<file path="src/rtl/pipe_pkg.sv">
// Shared definitions for the pipeline hazard controller: FSM encoding,
// forwarding select codes, memory timeout and the forwarding-select rule.
package pipe_pkg;

    typedef enum logic {
        RUN      = 1'b0,
        MEM_WAIT = 1'b1
    } state_t;

    localparam logic [1:0] FWD_RF    = 2'b00;
    localparam logic [1:0] FWD_EXMEM = 2'b01;
    localparam logic [1:0] FWD_MEMWB = 2'b10;

    localparam logic [7:0] MEM_TIMEOUT = 8'd255;

    // The youngest producer (EX/MEM) wins over MEM/WB; x0 is never forwarded.
    function automatic logic [1:0] fwd_sel(
        input logic [4:0] rs,
        input logic [4:0] exm_rd,
        input logic       exm_we,
        input logic [4:0] mwb_rd,
        input logic       mwb_we
    );
        if (exm_we && (exm_rd != 5'd0) && (exm_rd == rs)) begin
            return FWD_EXMEM;
        end else if (mwb_we && (mwb_rd != 5'd0) && (mwb_rd == rs)) begin
            return FWD_MEMWB;
        end
        return FWD_RF;
    endfunction

endpackage

</file>
<file path="src/rtl/sat_cnt16.sv">
// 16-bit event counter: increments on inc, holds at all-ones, async reset.
module sat_cnt16 (
    input  logic        clk,
    input  logic        rst,
    input  logic        inc,
    output logic [15:0] cnt
);

    logic [15:0] cnt_q;
    logic [15:0] cnt_d;

    always_comb begin
        cnt_d = cnt_q;
        if (inc && (cnt_q != 16'hFFFF)) begin
            cnt_d = cnt_q + 16'd1;
        end
    end

    always_ff @(posedge clk or posedge rst) begin
        if (rst) begin
            cnt_q <= 16'd0;
        end else begin
            cnt_q <= cnt_d;
        end
    end

    assign cnt = cnt_q;

endmodule

</file>
<file path="src/rtl/pipe_ctrl.sv">
// Five-stage pipeline hazard controller: operand forwarding, load-use stall,
// taken-branch flush and data-memory wait with a timeout watchdog.
module pipe_ctrl
    import pipe_pkg::*;
(
    input  logic        clk,
    input  logic        rst,
    input  logic [4:0]  id_rs1,
    input  logic [4:0]  id_rs2,
    input  logic [4:0]  ex_rs1,
    input  logic [4:0]  ex_rs2,
    input  logic [4:0]  id_ex_rd,
    input  logic        id_ex_mem_to_reg,
    input  logic [4:0]  ex_mem_rd,
    input  logic        ex_mem_regwrite,
    input  logic        ex_mem_dmem_req,
    input  logic [4:0]  mem_wb_rd,
    input  logic        mem_wb_regwrite,
    input  logic        branch_taken,
    input  logic        dmem_ready,
    output logic        pc_en,
    output logic        if_id_en,
    output logic        id_ex_en,
    output logic        ex_mem_en,
    output logic        mem_wb_en,
    output logic        if_id_flush,
    output logic        id_ex_flush,
    output logic        mem_wb_flush,
    output logic [1:0]  fwd_a,
    output logic [1:0]  fwd_b,
    output logic        mem_err,
    output logic [15:0] stall_cnt,
    output logic [15:0] flush_cnt
);

    state_t      state_q;
    state_t      state_d;
    logic [7:0]  wait_cnt_q;
    logic [7:0]  wait_cnt_d;
    logic        mem_err_q;
    logic        mem_err_d;
    logic        load_use;
    logic        mem_miss;
    logic        timeout;
    logic        br_flush;

    assign load_use = id_ex_mem_to_reg && (id_ex_rd != 5'd0) &&
                      ((id_ex_rd == id_rs1) || (id_ex_rd == id_rs2));
    assign mem_miss = ex_mem_dmem_req && !dmem_ready;
    // wait_cnt_q counts completed wait cycles, so this is the last allowed one.
    assign timeout  = (wait_cnt_q == (MEM_TIMEOUT - 8'd1));

    always_comb begin
        state_d      = state_q;
        wait_cnt_d   = wait_cnt_q;
        mem_err_d    = mem_err_q;
        pc_en        = 1'b1;
        if_id_en     = 1'b1;
        id_ex_en     = 1'b1;
        ex_mem_en    = 1'b1;
        mem_wb_en    = 1'b1;
        if_id_flush  = 1'b0;
        id_ex_flush  = 1'b0;
        mem_wb_flush = 1'b0;
        br_flush     = 1'b0;

        case (state_q)
            RUN: begin
                if (mem_miss) begin
                    pc_en        = 1'b0;
                    if_id_en     = 1'b0;
                    id_ex_en     = 1'b0;
                    ex_mem_en    = 1'b0;
                    mem_wb_flush = 1'b1;
                    state_d      = MEM_WAIT;
                    wait_cnt_d   = 8'd0;
                end else if (branch_taken) begin
                    if_id_flush = 1'b1;
                    id_ex_flush = 1'b1;
                    br_flush    = 1'b1;
                end else if (load_use) begin
                    pc_en       = 1'b0;
                    if_id_en    = 1'b0;
                    id_ex_flush = 1'b1;
                end
            end
            MEM_WAIT: begin
                // EX is frozen here, so branch and load-use are not acted on.
                if (dmem_ready) begin
                    state_d = RUN;
                end else if (timeout) begin
                    mem_err_d = 1'b1;
                    state_d   = RUN;
                end else begin
                    pc_en        = 1'b0;
                    if_id_en     = 1'b0;
                    id_ex_en     = 1'b0;
                    ex_mem_en    = 1'b0;
                    mem_wb_flush = 1'b1;
                    wait_cnt_d   = wait_cnt_q + 8'd1;
                end
            end
            default: begin
                state_d = RUN;
            end
        endcase

        if (rst) begin
            pc_en        = 1'b0;
            if_id_en     = 1'b0;
            id_ex_en     = 1'b0;
            ex_mem_en    = 1'b0;
            mem_wb_en    = 1'b0;
            if_id_flush  = 1'b1;
            id_ex_flush  = 1'b1;
            mem_wb_flush = 1'b1;
            br_flush     = 1'b0;
        end
    end

    always_ff @(posedge clk or posedge rst) begin
        if (rst) begin
            state_q    <= RUN;
            wait_cnt_q <= 8'd0;
            mem_err_q  <= 1'b0;
        end else begin
            state_q    <= state_d;
            wait_cnt_q <= wait_cnt_d;
            mem_err_q  <= mem_err_d;
        end
    end

    assign fwd_a   = rst ? FWD_RF : fwd_sel(ex_rs1, ex_mem_rd, ex_mem_regwrite,
                                            mem_wb_rd, mem_wb_regwrite);
    assign fwd_b   = rst ? FWD_RF : fwd_sel(ex_rs2, ex_mem_rd, ex_mem_regwrite,
                                            mem_wb_rd, mem_wb_regwrite);
    assign mem_err = mem_err_q;

    sat_cnt16 u_stall_cnt (
        .clk (clk),
        .rst (rst),
        .inc (!pc_en),
        .cnt (stall_cnt)
    );

    sat_cnt16 u_flush_cnt (
        .clk (clk),
        .rst (rst),
        .inc (br_flush),
        .cnt (flush_cnt)
    );

endmodule

</file>
<file path="config.mk">
export PLATFORM = sky130hd
export DESIGN_NAME = pipe_ctrl
export DESIGN_NICKNAME = d
export VERILOG_FILES = /design/src/rtl/pipe_pkg.sv /design/src/rtl/sat_cnt16.sv /design/src/rtl/pipe_ctrl.sv
export SDC_FILE = /design/constraint.sdc
export NUM_CORES = 1
export LEC_CHECK = 0
export CORE_MARGIN = 2
export CORE_UTILIZATION = 46
export DETAILED_ROUTE_END_ITERATION = 8
export PLACE_DENSITY = 0.78
export SLEW_MARGIN = 20
export SYNTH_ARGS = -nofsm -noshare
export SYNTH_HDL_FRONTEND = slang
export SYNTH_HIERARCHICAL = 1
export SYNTH_SLANG_ARGS = --single-unit
</file>
<file path="constraint.sdc">
create_clock -name clk -period 3 [get_ports clk]
set_input_delay 0.6 -clock clk [delete_from_list [all_inputs] [get_ports clk]]
set_output_delay 0.6 -clock clk [all_outputs]
set_load 0.02 [all_outputs]
</file>
==> metrics.txt <==
HP Class reg -> reg; max-slew violations 0; average wire per standard cell 14.4 um; RSZ-0062 raised after global routing no; ANT nets after route 0; pwr dens 474 nW/um^2; largest net degree at the start of global routing 17; top-area cell type share of the netlist area 0.399; Non-Filler Instances 457; Max Clk Rate 342 MHz; commonest cells in the netlist 42 x dfrtp_1, 34 x xnor2_1, 21 x nand3_1, 20 x xor2_1, 19 x nand2_1; startpoint types input pin; Final Cycle Share 0.974; Via Count 2442; critical path's slowest cell or4_4; Post-Layout Inst Area 3880 um^2; Initial Util 0.479; fin crit period 2920 ps; dpl hpwl 5.38 mm; clock share of power 0.197; syn nets 310; Pwr Total 1840 uW; clock tree buffer depth 2; number of global-route vias before repair 2520; critical path type in -> out; worst-margin pin slew 623 ps; library cells used by synthesis 43; drt pass-1 iters 4; FP Rows 27; initial antenna violation count 0; Synth Warn # 6; post-synthesis async set-or-reset flop share 1.00; clk slew on worst S/H paths 80 ps; crit path max fanout 4; Layout Nets 431; CP Capture Type primary output; Hold Vio Cnt, Final 0; GPL Wtd Cong 0.869; Post-synth EDFFs 0; CTS tree built; cell count after synthesis 263; CP peak stage delay 550 ps; filler cell count in the final layout 429; Die Area 6350 um^2; Mapped Area 2640 um^2; Setup Slack @ Placement -417 ps; clk_skew 6.72 ps; Int Pwr 1180 uW; placed cell area 3800 um^2; Die X 79.7 um; Via density 5.34; # setup viols final 0; worst-skew pair later-pin latency 300 ps; global-route wire length before repair 11.2 mm; clk sinks 42; core area 5510 um^2; H-tree depth 2; drt drc 0; Worst IR Drop VDD 0.353 mV; Hold Buf Count CTS 0; largest cells by area after synthesis dfrtp_1 40%, xnor2_1 11%, xor2_1 6.6%, nand3_1 4.0%, nand4_1 2.8%; total of max-cap violations 0; result of the run complete, no violations; clock root buffer clkbuf_8; most frequent cell after synthesis dfrtp_1; Total Wirelength 6.56 mm; Die Y 79.7 um; TritonCTS buffer count 5; GRT overflow 0; static leakage 0.00167 uW; synthesis-to-finish area growth 47.2%; top cell type by total area after synthesis dfrtp_1; Critical Path AT 2320 ps; Max-slew headroom 0.584; power share of the combinational group 0.370; #FFs+latches synth 42; Main synth FF type dfrtp_1; layout cells sized above 1 0.164; Register Area 1050 um^2; Sw Pwr 662 uW; Flop pwr share 0.433; sequential fraction of the synthesis area 0.399; Synth Area per Inst 10.0 um^2; placed cell count 449; Post-CTS Setup Inserts 0; 1st-iter DRT viols 68; Ports 88; multi-input gate area in the final layout 1560 um^2; worst path cell trace clkdlybuf4s50_1, or4_4, o21ai_4, nor3_1, nor4_2, buf_4; critical path data required time 2400 ps; Global Route Usage Sum 0.225; Layout Utilization 0.705; Ant. Diodes 0; switch share 0.360; number of port buffers 87; final worst slack 76.8 ps
==> layer usage <==
metal  vias to the layer above  track usage  part of all wire
met5                         -            0                 0
met4                         0       0.0741             0.015
met3                        11       0.0554             0.052
met2                        70        0.410              0.53
met1                      1164        0.254              0.40
li1                       1197            -                 -
==> flip-flops by register name, indices dropped and copies added (netlist names) <==
signal,cells
u_flush_cnt/cnt,16
mem_err,1
wait_cnt_q,8
state_q,1
u_stall_cnt/cnt,16
==> worst max-delay path, delay by kind of cell <==
family | cells | cell delay, ps
AO/OA/AOI/OAI | 1 | 190
buffers and inverters | 2 | 610
AND/OR/NAND/NOR | 3 | 930
==> final timing paths <==
kind | start | to | slack [ps] | depth (start not counted)
min in group asynchronous | rst | wait_cnt_q[3] | 650 | 3
setup / recovery | ex_mem_rd[4] | fwd_a[1] | 80 | 6
setup reg to reg | wait_cnt_q[0] | u_stall_cnt/cnt[10] | 670 | 12
hold / removal | mem_err | mem_err | 470 | 1
hold reg to reg | mem_err | mem_err | 470 | 1
max in group asynchronous | rst | u_flush_cnt/cnt[10] | 1710 | 3
==> cell families after synthesis <==
| logic type | Yosys count | share of synthesized area |
|---|---|---|
| mux | 7 | 0.0285 |
| simple gates | 124 | 0.297 |
| xor+xnor | 54 | 0.179 |
| flops | 42 | 0.399 |
| buf+inv | 8 | 0.0142 |
| fa+ha+maj | 4 | 0.0190 |
| compound gates | 24 | 0.0631 |
==> power groups by stage <==
stage / sequential [uW] / combinational [uW] / clock [uW]
floorplan: 871 / 259 / 0
CTS: 795 / 686 / 371
global placement: 800 / 667 / 0
finish: 795 / 681 / 363
global route: 816 / 738 / 399
detailed placement: 806 / 686 / 0
==> metrics by stage <==
step / hold slack, ps / TNS (ps)
floorplan: 463 / 0
global placement: 461 / -1400
detailed placement: 470 / -1790
CTS: 483 / 0
global route: 489 / 0
finish: 475 / 0
==> placed cells by master (no fill, tap or decap), types with 3 or more instances in the layout <==
| cell | synthesis | routed |
|---|---|---|
| nand2b_1 | 3 | 3 |
| clkdlybuf4s50_1 | 0 | 80 |
| buf_4 | 2 | 30 |
| nand4_1 | 12 | 12 |
| and2_1 | 4 | 4 |
| xor2_1 | 20 | 20 |
| clkbuf_8 | 0 | 5 |
| dfrtp_1 | 42 | 42 |
| nor2_1 | 14 | 14 |
| dlygate4sd2_1 | 0 | 3 |
| o21bai_1 | 3 | 3 |
| a211oi_1 | 3 | 3 |
| xnor2_1 | 34 | 34 |
| or4_1 | 5 | 4 |
| inv_1 | 6 | 6 |
| and3_1 | 9 | 9 |
| nand3_1 | 21 | 21 |
| and4_1 | 7 | 7 |
| mux2i_1 | 3 | 3 |
| nor3_1 | 7 | 6 |
| mux2_2 | 4 | 4 |
| ha_1 | 4 | 4 |
| a21oi_1 | 6 | 6 |
| nand2_1 | 19 | 19 |
==> cell type report <==
cell class                 count  area share
clock inverter                 2     0.00355
multi-input combinational    213       0.403
timing repair buffer         116       0.275
tap                           72      0.0232
sequential                    42       0.271
clock buffer                   6      0.0187
inverter                       6     0.00580
==> timing repair <==
action / in CTS / in global routing
endpoints found under the hold margin: 0 / 0
endpoints found under the setup margin: 7 / 5
cloned: 0 / 0
pin swaps: 2 / 1
gates resized for setup: 15 / 9
Power figures use the tool's default switching activity.
